[src/rtl/hps_reset_sequencer.sv]
// HPS warm/cold reset request sequencer: hold, ack handshake, cooldown lockout.
// Optional WAIT_ACK timeout is enabled by defining HPS_RST_SEQ_TIMEOUT_EN.
module hps_reset_sequencer #(
    parameter int unsigned HOLD_CYCLES     = 16,
    parameter int unsigned TIMEOUT_CYCLES  = 65535,
    parameter int unsigned COOLDOWN_CYCLES = 1024,
    parameter int unsigned CNT_W           = 8
) (
    input  logic             clk,
    input  logic             rst,
    input  logic             warm_pulse,
    input  logic             cold_pulse,
    input  logic             hps_rst_ack,
    input  logic             clr_flags,
    output logic             warm_rst_req_n,
    output logic             cold_rst_req_n,
    output logic             busy,
    output logic             dropped,
    output logic             timeout_flag,
    output logic [CNT_W-1:0] seq_cnt
);

    typedef enum logic [2:0] {
        IDLE     = 3'd0,
        ASSERT   = 3'd1,
        WAIT_ACK = 3'd2,
        WAIT_REL = 3'd3,
        COOLDOWN = 3'd4
    } state_t;

    // Counters are loaded with N-1 so a state held for N cycles exits when the count reads zero.
    localparam logic [15:0] HOLD_LOAD     = 16'(HOLD_CYCLES - 1);
    localparam logic [15:0] TIMEOUT_LOAD  = 16'(TIMEOUT_CYCLES - 1);
    localparam logic [15:0] COOLDOWN_LOAD = 16'(COOLDOWN_CYCLES - 1);

`ifdef HPS_RST_SEQ_TIMEOUT_EN
    localparam bit TIMEOUT_EN = 1'b1;
`else
    localparam bit TIMEOUT_EN = 1'b0;
`endif

    state_t           state_r;
    logic [15:0]      cnt_r;
    logic [1:0]       ack_sync_r;
    logic             ack_s;
    logic             warm_req_n_r;
    logic             cold_req_n_r;
    logic             busy_r;
    logic             dropped_r;
    logic [CNT_W-1:0] seq_cnt_r;
    logic             drop_set_s;
    logic             timeout_set_s;

    assign ack_s         = ack_sync_r[1];
    assign drop_set_s    = (warm_pulse | cold_pulse) & (state_r != IDLE);
    assign timeout_set_s = TIMEOUT_EN & (state_r == WAIT_ACK) & ~ack_s & (cnt_r == 16'd0);

    // Two-flop synchronizer for the asynchronous HPS acknowledge.
    always_ff @(posedge clk or posedge rst) begin
        if (rst) begin
            ack_sync_r <= 2'b00;
        end else begin
            ack_sync_r <= {ack_sync_r[0], hps_rst_ack};
        end
    end

    // Sticky dropped-request flag; a new drop wins over a simultaneous clear.
    always_ff @(posedge clk or posedge rst) begin
        if (rst) begin
            dropped_r <= 1'b0;
        end else if (drop_set_s) begin
            dropped_r <= 1'b1;
        end else if (clr_flags) begin
            dropped_r <= 1'b0;
        end else begin
            dropped_r <= dropped_r;
        end
    end

`ifdef HPS_RST_SEQ_TIMEOUT_EN
    logic timeout_r;

    // Sticky acknowledge-timeout flag; a new timeout wins over a simultaneous clear.
    always_ff @(posedge clk or posedge rst) begin
        if (rst) begin
            timeout_r <= 1'b0;
        end else if (timeout_set_s) begin
            timeout_r <= 1'b1;
        end else if (clr_flags) begin
            timeout_r <= 1'b0;
        end else begin
            timeout_r <= timeout_r;
        end
    end

    assign timeout_flag = timeout_r;
`else
    assign timeout_flag = 1'b0;
`endif

    // Sequencer FSM with registered request, busy and completion-count outputs.
    always_ff @(posedge clk or posedge rst) begin
        if (rst) begin
            state_r      <= IDLE;
            cnt_r        <= 16'd0;
            warm_req_n_r <= 1'b1;
            cold_req_n_r <= 1'b1;
            busy_r       <= 1'b0;
            seq_cnt_r    <= '0;
        end else begin
            case (state_r)
                IDLE: begin
                    // Cold takes priority so only one request line can ever be low.
                    if (cold_pulse) begin
                        state_r      <= ASSERT;
                        cnt_r        <= HOLD_LOAD;
                        cold_req_n_r <= 1'b0;
                        busy_r       <= 1'b1;
                    end else if (warm_pulse) begin
                        state_r      <= ASSERT;
                        cnt_r        <= HOLD_LOAD;
                        warm_req_n_r <= 1'b0;
                        busy_r       <= 1'b1;
                    end else begin
                        state_r <= IDLE;
                    end
                end
                ASSERT: begin
                    if (cnt_r == 16'd0) begin
                        state_r      <= WAIT_ACK;
                        cnt_r        <= TIMEOUT_LOAD;
                        warm_req_n_r <= 1'b1;
                        cold_req_n_r <= 1'b1;
                    end else begin
                        cnt_r <= cnt_r - 16'd1;
                    end
                end
                WAIT_ACK: begin
                    if (ack_s) begin
                        state_r <= WAIT_REL;
                    end else if (timeout_set_s) begin
                        state_r <= COOLDOWN;
                        cnt_r   <= COOLDOWN_LOAD;
                    end else if (TIMEOUT_EN) begin
                        cnt_r <= cnt_r - 16'd1;
                    end else begin
                        cnt_r <= cnt_r;
                    end
                end
                WAIT_REL: begin
                    if (!ack_s) begin
                        state_r <= COOLDOWN;
                        cnt_r   <= COOLDOWN_LOAD;
                        if (seq_cnt_r != {CNT_W{1'b1}}) begin
                            seq_cnt_r <= seq_cnt_r + CNT_W'(1);
                        end else begin
                            seq_cnt_r <= seq_cnt_r;
                        end
                    end else begin
                        state_r <= WAIT_REL;
                    end
                end
                COOLDOWN: begin
                    if (cnt_r == 16'd0) begin
                        state_r <= IDLE;
                        busy_r  <= 1'b0;
                    end else begin
                        cnt_r <= cnt_r - 16'd1;
                    end
                end
                default: begin
                    state_r      <= IDLE;
                    cnt_r        <= 16'd0;
                    warm_req_n_r <= 1'b1;
                    cold_req_n_r <= 1'b1;
                    busy_r       <= 1'b0;
                end
            endcase
        end
    end

    assign warm_rst_req_n = warm_req_n_r;
    assign cold_rst_req_n = cold_req_n_r;
    assign busy           = busy_r;
    assign dropped        = dropped_r;
    assign seq_cnt        = seq_cnt_r;

endmodule

[config.mk]
export PLATFORM = sky130hd
export DESIGN_NAME = hps_reset_sequencer
export DESIGN_NICKNAME = d
export VERILOG_FILES = /design/src/rtl/hps_reset_sequencer.sv
export SDC_FILE = /design/constraint.sdc
export NUM_CORES = 1
export LEC_CHECK = 0
export ABC_AREA = 1
export BUFFER_PORTS_ARGS = -buffer_cell sky130_fd_sc_hd__buf_2
export CORE_MARGIN = 2
export CORE_UTILIZATION = 59
export DETAILED_ROUTE_END_ITERATION = 8
export PLACE_DENSITY = 0.79
export SYNTH_ARGS = -nofsm -noshare
export SYNTH_HDL_FRONTEND = slang
export SYNTH_SLANG_ARGS = --single-unit
[constraint.sdc]
create_clock -name clk -period 2.05 [get_ports clk]
set_input_delay 0.41 -clock clk [delete_from_list [all_inputs] [get_ports clk]]
set_output_delay 0.41 -clock clk [all_outputs]
set_load 0.02 [all_outputs]
; ---- Word level (Yosys, flattened, before mapping)
; Cells that the tools add are included.
[word_totals]
register_bits = 33
inputBits = 6
out_inout_bits = 13
elab_cells = 67
[classes]
bitwise = 6
n_reduce_logical = 12
n_eq_ne = 14
mux = 25
addsub = 2
[op_table]
columns = op, n
row1 = $mux W16, 5
row2 = $pmux W16 S5, 1
row3 = $logic_not A16 Y1, 1
row4 = $ne A2 B2 Y1 const B, 8
row5 = $sub A16 B1 Y16 const B, 1
row6 = $pmux W3 S5, 1
row7 = $mux W3, 4
row8 = $reduce_and A3 Y1, 4
row9 = $mux W1, 11
row10 = $pmux W1 S3, 3
row11 = $add A8 B1 Y8 const B, 1
row12 = $ne A8 B8 Y1 const B, 1
row13 = $reduce_and A4 Y1, 2
row14 = $eq A3 B2 Y1 const B, 2
row15 = $reduce_or A3 Y1, 2
row16 = $not A1 Y1, 4
row17 = $eq A3 B1 Y1 const B, 1
row18 = $eq A3 B3 Y1 const B, 1
row19 = $logic_not A3 Y1, 1
row20 = $ne A3 B3 Y1 const B, 1
row21 = $reduce_bool A3 Y1, 1
row22 = $reduce_bool A2 Y1, 1
row23 = $and A1 B1 Y1, 1
row24 = $or A1 B1 Y1, 1

; ---- Longest topological paths before layout
[logic_depth]
ltp_word = 4
mapped_depth = 10

; ---- Least setup slack after synthesis
; Ideal clock, no wire load.
[synth_timing]
kind = reg2reg
start = register cnt_r[0]
end = register cnt_r[0]
path_stages_with_launch = 11
setup_time_ns = 0.116
arrival_ns = 1.370
path_slack_ns = 0.564
cell_sequence = dfrtp_1 inv_1 ha_1 nand2_2 nor2_4 nand3_2 nand2_4 inv_2 buf_6 nand2_1 nand2_1
[synth_via]
elab_chain_cells = 3
elab_cells_between_ends = 7
[synth_lines]
columns = element, line
row1 = from (decl), 43  ; logic [15:0] cnt_r;
row2 = from (signal assigned), 135  ; cnt_r <= cnt_r - 16'd1;
row3 = from (signal assigned), 145  ; cnt_r <= cnt_r - 16'd1;
row4 = from (signal assigned), 147  ; cnt_r <= cnt_r;
row5 = $sub A16 B1 Y16 or $logic_not A16 Y1 (tied branches), --
row6 = $mux W16 (tied with other cells), 164  ; if (cnt_r == 16'd0) begin
row7 = $pmux W16 S5 or $reduce_and A4 Y1 (tied branches), --
; Several ways; a longest one is shown, not always the timed one. The select of a mux whose other input is x is not followed.
; A chain may end at the register's enable or synchronous reset.

; ---- Worst setup path after layout
[layout_timing]
start = register cnt_r[0]
end = register cnt_r[12]
; The elaborated chain is that of the path after synthesis.

==> flow_summary.json <==
{
  "cp-startpoint": "cnt_r[0]",
  "diodes": 0,
  "antenna_found_initial": 0,
  "syn2layout_area_growth_pct": 11.17,
  "remaining_drc_errors": 0,
  "hp-class": "input port to asynchronous set/reset pin",
  "timing.final.crit_share_pct": 82.83,
  "async_flop_share_pct": 100.0,
  "crit_fanout": 13,
  "gp_congestion": 1.024,
  "fmax_ghz": 0.5890,
  "netlist_instances": 293,
  "worst-setup-path-type": "flop to flop",
  "fill_cells": 298,
  "ff2ff_setup_slack_ns": 0.35,
  "hpwlAfterDp_mm": 3.155,
  "portBuffers": 17,
  "skew_ns": 0.01451,
  "layout_common_cells": "nand2_1, inv_1, dfrtp_1",
  "ys_seq_area_share_pct": 39.76,
  "outcome": "finished clean",
  "vias": 1833,
  "ant_nets": 0,
  "synth-seq-cells": 33,
  "avgSynthCellArea_um2": 7.110,
  "overflow": 0,
  "insertion_delay_ns": 0.35,
  "cts_resized": 0,
  "mostFrequentLayoutCell": "nand2_1",
  "crit_arrival_ns": 1.98,
  "seqCellArea_um2": 828.3,
  "dr.pass1.iters": 4,
  "multi_input_area_um2": 1071,
  "cts_made_buffers": 5,
  "setup_viol": 0,
  "nNetsFinal": 324,
  "leakage_nw": 1.283,
  "synth_cell_type_count": 30,
  "worst_pin_slew_ns": 0.5303,
  "initial_core_util_pct": 61.94,
  "cts_tree": "built",
  "fin_crit_ns": 1.698,
  "peakVddDrop_mv": 0.7287,
  "path_clk_slew_ns": 0.12,
  "ff2ff_path_depth": 9,
  "drive_gt1_share_pct": 18.61,
  "clock_path_buffers": 2,
  "grt_pass1_vias": 1714,
  "grt_pass1_wl_mm": 7.562,
  "syn_area_um2": 2083,
  "finalMaxSlewViolations": 0,
  "core_area_um2": 3363,
  "finalPower_mw": 3.479,
  "ys.flop_type": "dfrtp_1",
  "critical_path_required_ns": 2.34,
  "dieArea_um2": 4022,
  "wirelength_mm": 4.266,
  "powerDensity_nw_per_um2": 1502,
  "die_width_um": 63.42,
  "avgRoutedWirePerCell_um": 11.75,
  "r2r-end": "cnt_r[12]",
  "maxSlewHeadroom_pct": 64.61,
  "r2r-start": "cnt_r[0]",
  "io_pins": 19,
  "fin_tns_setup_ns": 0,
  "viasPerCell": 5.050,
  "finalHoldViolCount": 0,
  "clkSinkCount": 33,
  "grt_max_degree": 22,
  "row_count": 21,
  "die_h_um": 63.42,
  "grt_use_total_pct": 24.09,
  "cap_violations": 0,
  "synth-edff-count": 0,
  "drtIter0Drc": 134,
  "end_kind": "flop",
  "endpoint": "cnt_r[12]",
  "h-tree-depth": 2,
  "syn-num-nets": 301,
  "root_buffer": "clkbuf_4",
  "rsz0062_at_grt": "no",
  "start_kind": "flop",
  "post_cts_buffers": 0,
  "yosysWarnings": 0,
  "postCtsHoldBufs": 0
}
-- registers in the layout (all words and copies together) (netlist names) --
register	cells
cold_rst_req_n	1
state_r	3
dropped	1
busy	1
warm_rst_req_n	1
cnt_r	16
seq_cnt	8
ack_sync_r	2
-- kinds of logic after synthesis --
group                    after synthesis  synth area share, %
buffers and inverters                 44                8.829
adder cells (fa/ha/maj)                2                1.201
flip-flops                            33                39.76
AO/OA/AOI/OAI                         18                5.105
other                                  1               0.1800
XOR/XNOR                              13                5.466
AND/OR/NAND/NOR                      182                39.46
-- layout make-up --
class	count	area share [%]
multi-input combinational	216	46.25
sequential	33	35.76
inverter	40	6.483
timing repair buffer	20	5.186
tap	46	2.485
clock buffer	6	2.215
clock inverter	2	1.621
-- per-stage QoR --
stage	cells	utilization (%)	hold WS [ns]	cell area [um2]	setup slack, ns
finish	363	68.86	0.07188	2316	0.3521
floorplan	293	-	0.3312	2083	0.5638
global placement	355	66.22	0.3406	2227	0.4736
global route	363	68.86	0.1148	2316	0.2316
detailed placement	355	66.22	0.3450	2227	0.4078
CTS	363	68.86	0.09164	2316	0.3708
-- synth_stat cells, types with 2 or more instances --
cell type,count,area [um2]
nor2_2,7,43.79
dfrtp_1,31,775.7
a21oi_1,2,10.01
nand4_1,6,37.54
ha_1,2,25.02
inv_2,6,22.52
nor3_1,2,10.01
nand3_1,20,100.1
nor2_4,3,33.78
xnor2_1,3,26.28
xor2_1,10,87.58
nor2_1,25,93.84
o21ai_0,9,45.04
dfstp_2,2,52.55
nand3b_1,2,15.01
nand4_2,2,25.02
o21ai_1,2,10.01
nand2_1,106,397.9
o21ai_2,3,26.28
nand2_2,5,31.28
buf_4,3,22.52
inv_1,34,127.6
-- per-layer routing --
layer / GRT usage [%] / share of wire [%]
met1: 31.17 / 46
met2: 39.34 / 47
met3: 5.357 / 4.5
met4: 9.239 / 1.7
met5: 0 / 0
-- how the worst min path moves through the flow --
stage | start | endpoint | slack [ns] | depth (start not counted)
2_1_floorplan | ack_sync_r[0] | ack_sync_r[1] | 0.33 | 0
3_3_place_gp | ack_sync_r[0] | ack_sync_r[1] | 0.34 | 0
3_5_place_dp | ack_sync_r[0] | ack_sync_r[1] | 0.35 | 0
4_1_cts | rst | busy | 0.09 | 2
5_1_grt | rst | busy | 0.11 | 2
6_report | rst | busy | 0.07 | 2
-- power breakdown --
group	internal (mW)	switching [mW]
Sequential	0.873	0.202
Clock	0.290	0.238
Combinational	0.636	1.24
-- critical path, cell delays in order, from the launching register on --
cell	delay (ns)
dfrtp_1	0.43
inv_1	0.10
ha_1	0.21
nand2_2	0.13
nor2_4	0.16
nand3_2	0.14
nand2_4	0.09
buf_4	0.20
nand2_1	0.09
o21ai_1	0.08
No activity file was read; power rests on OpenSTA's default activity.
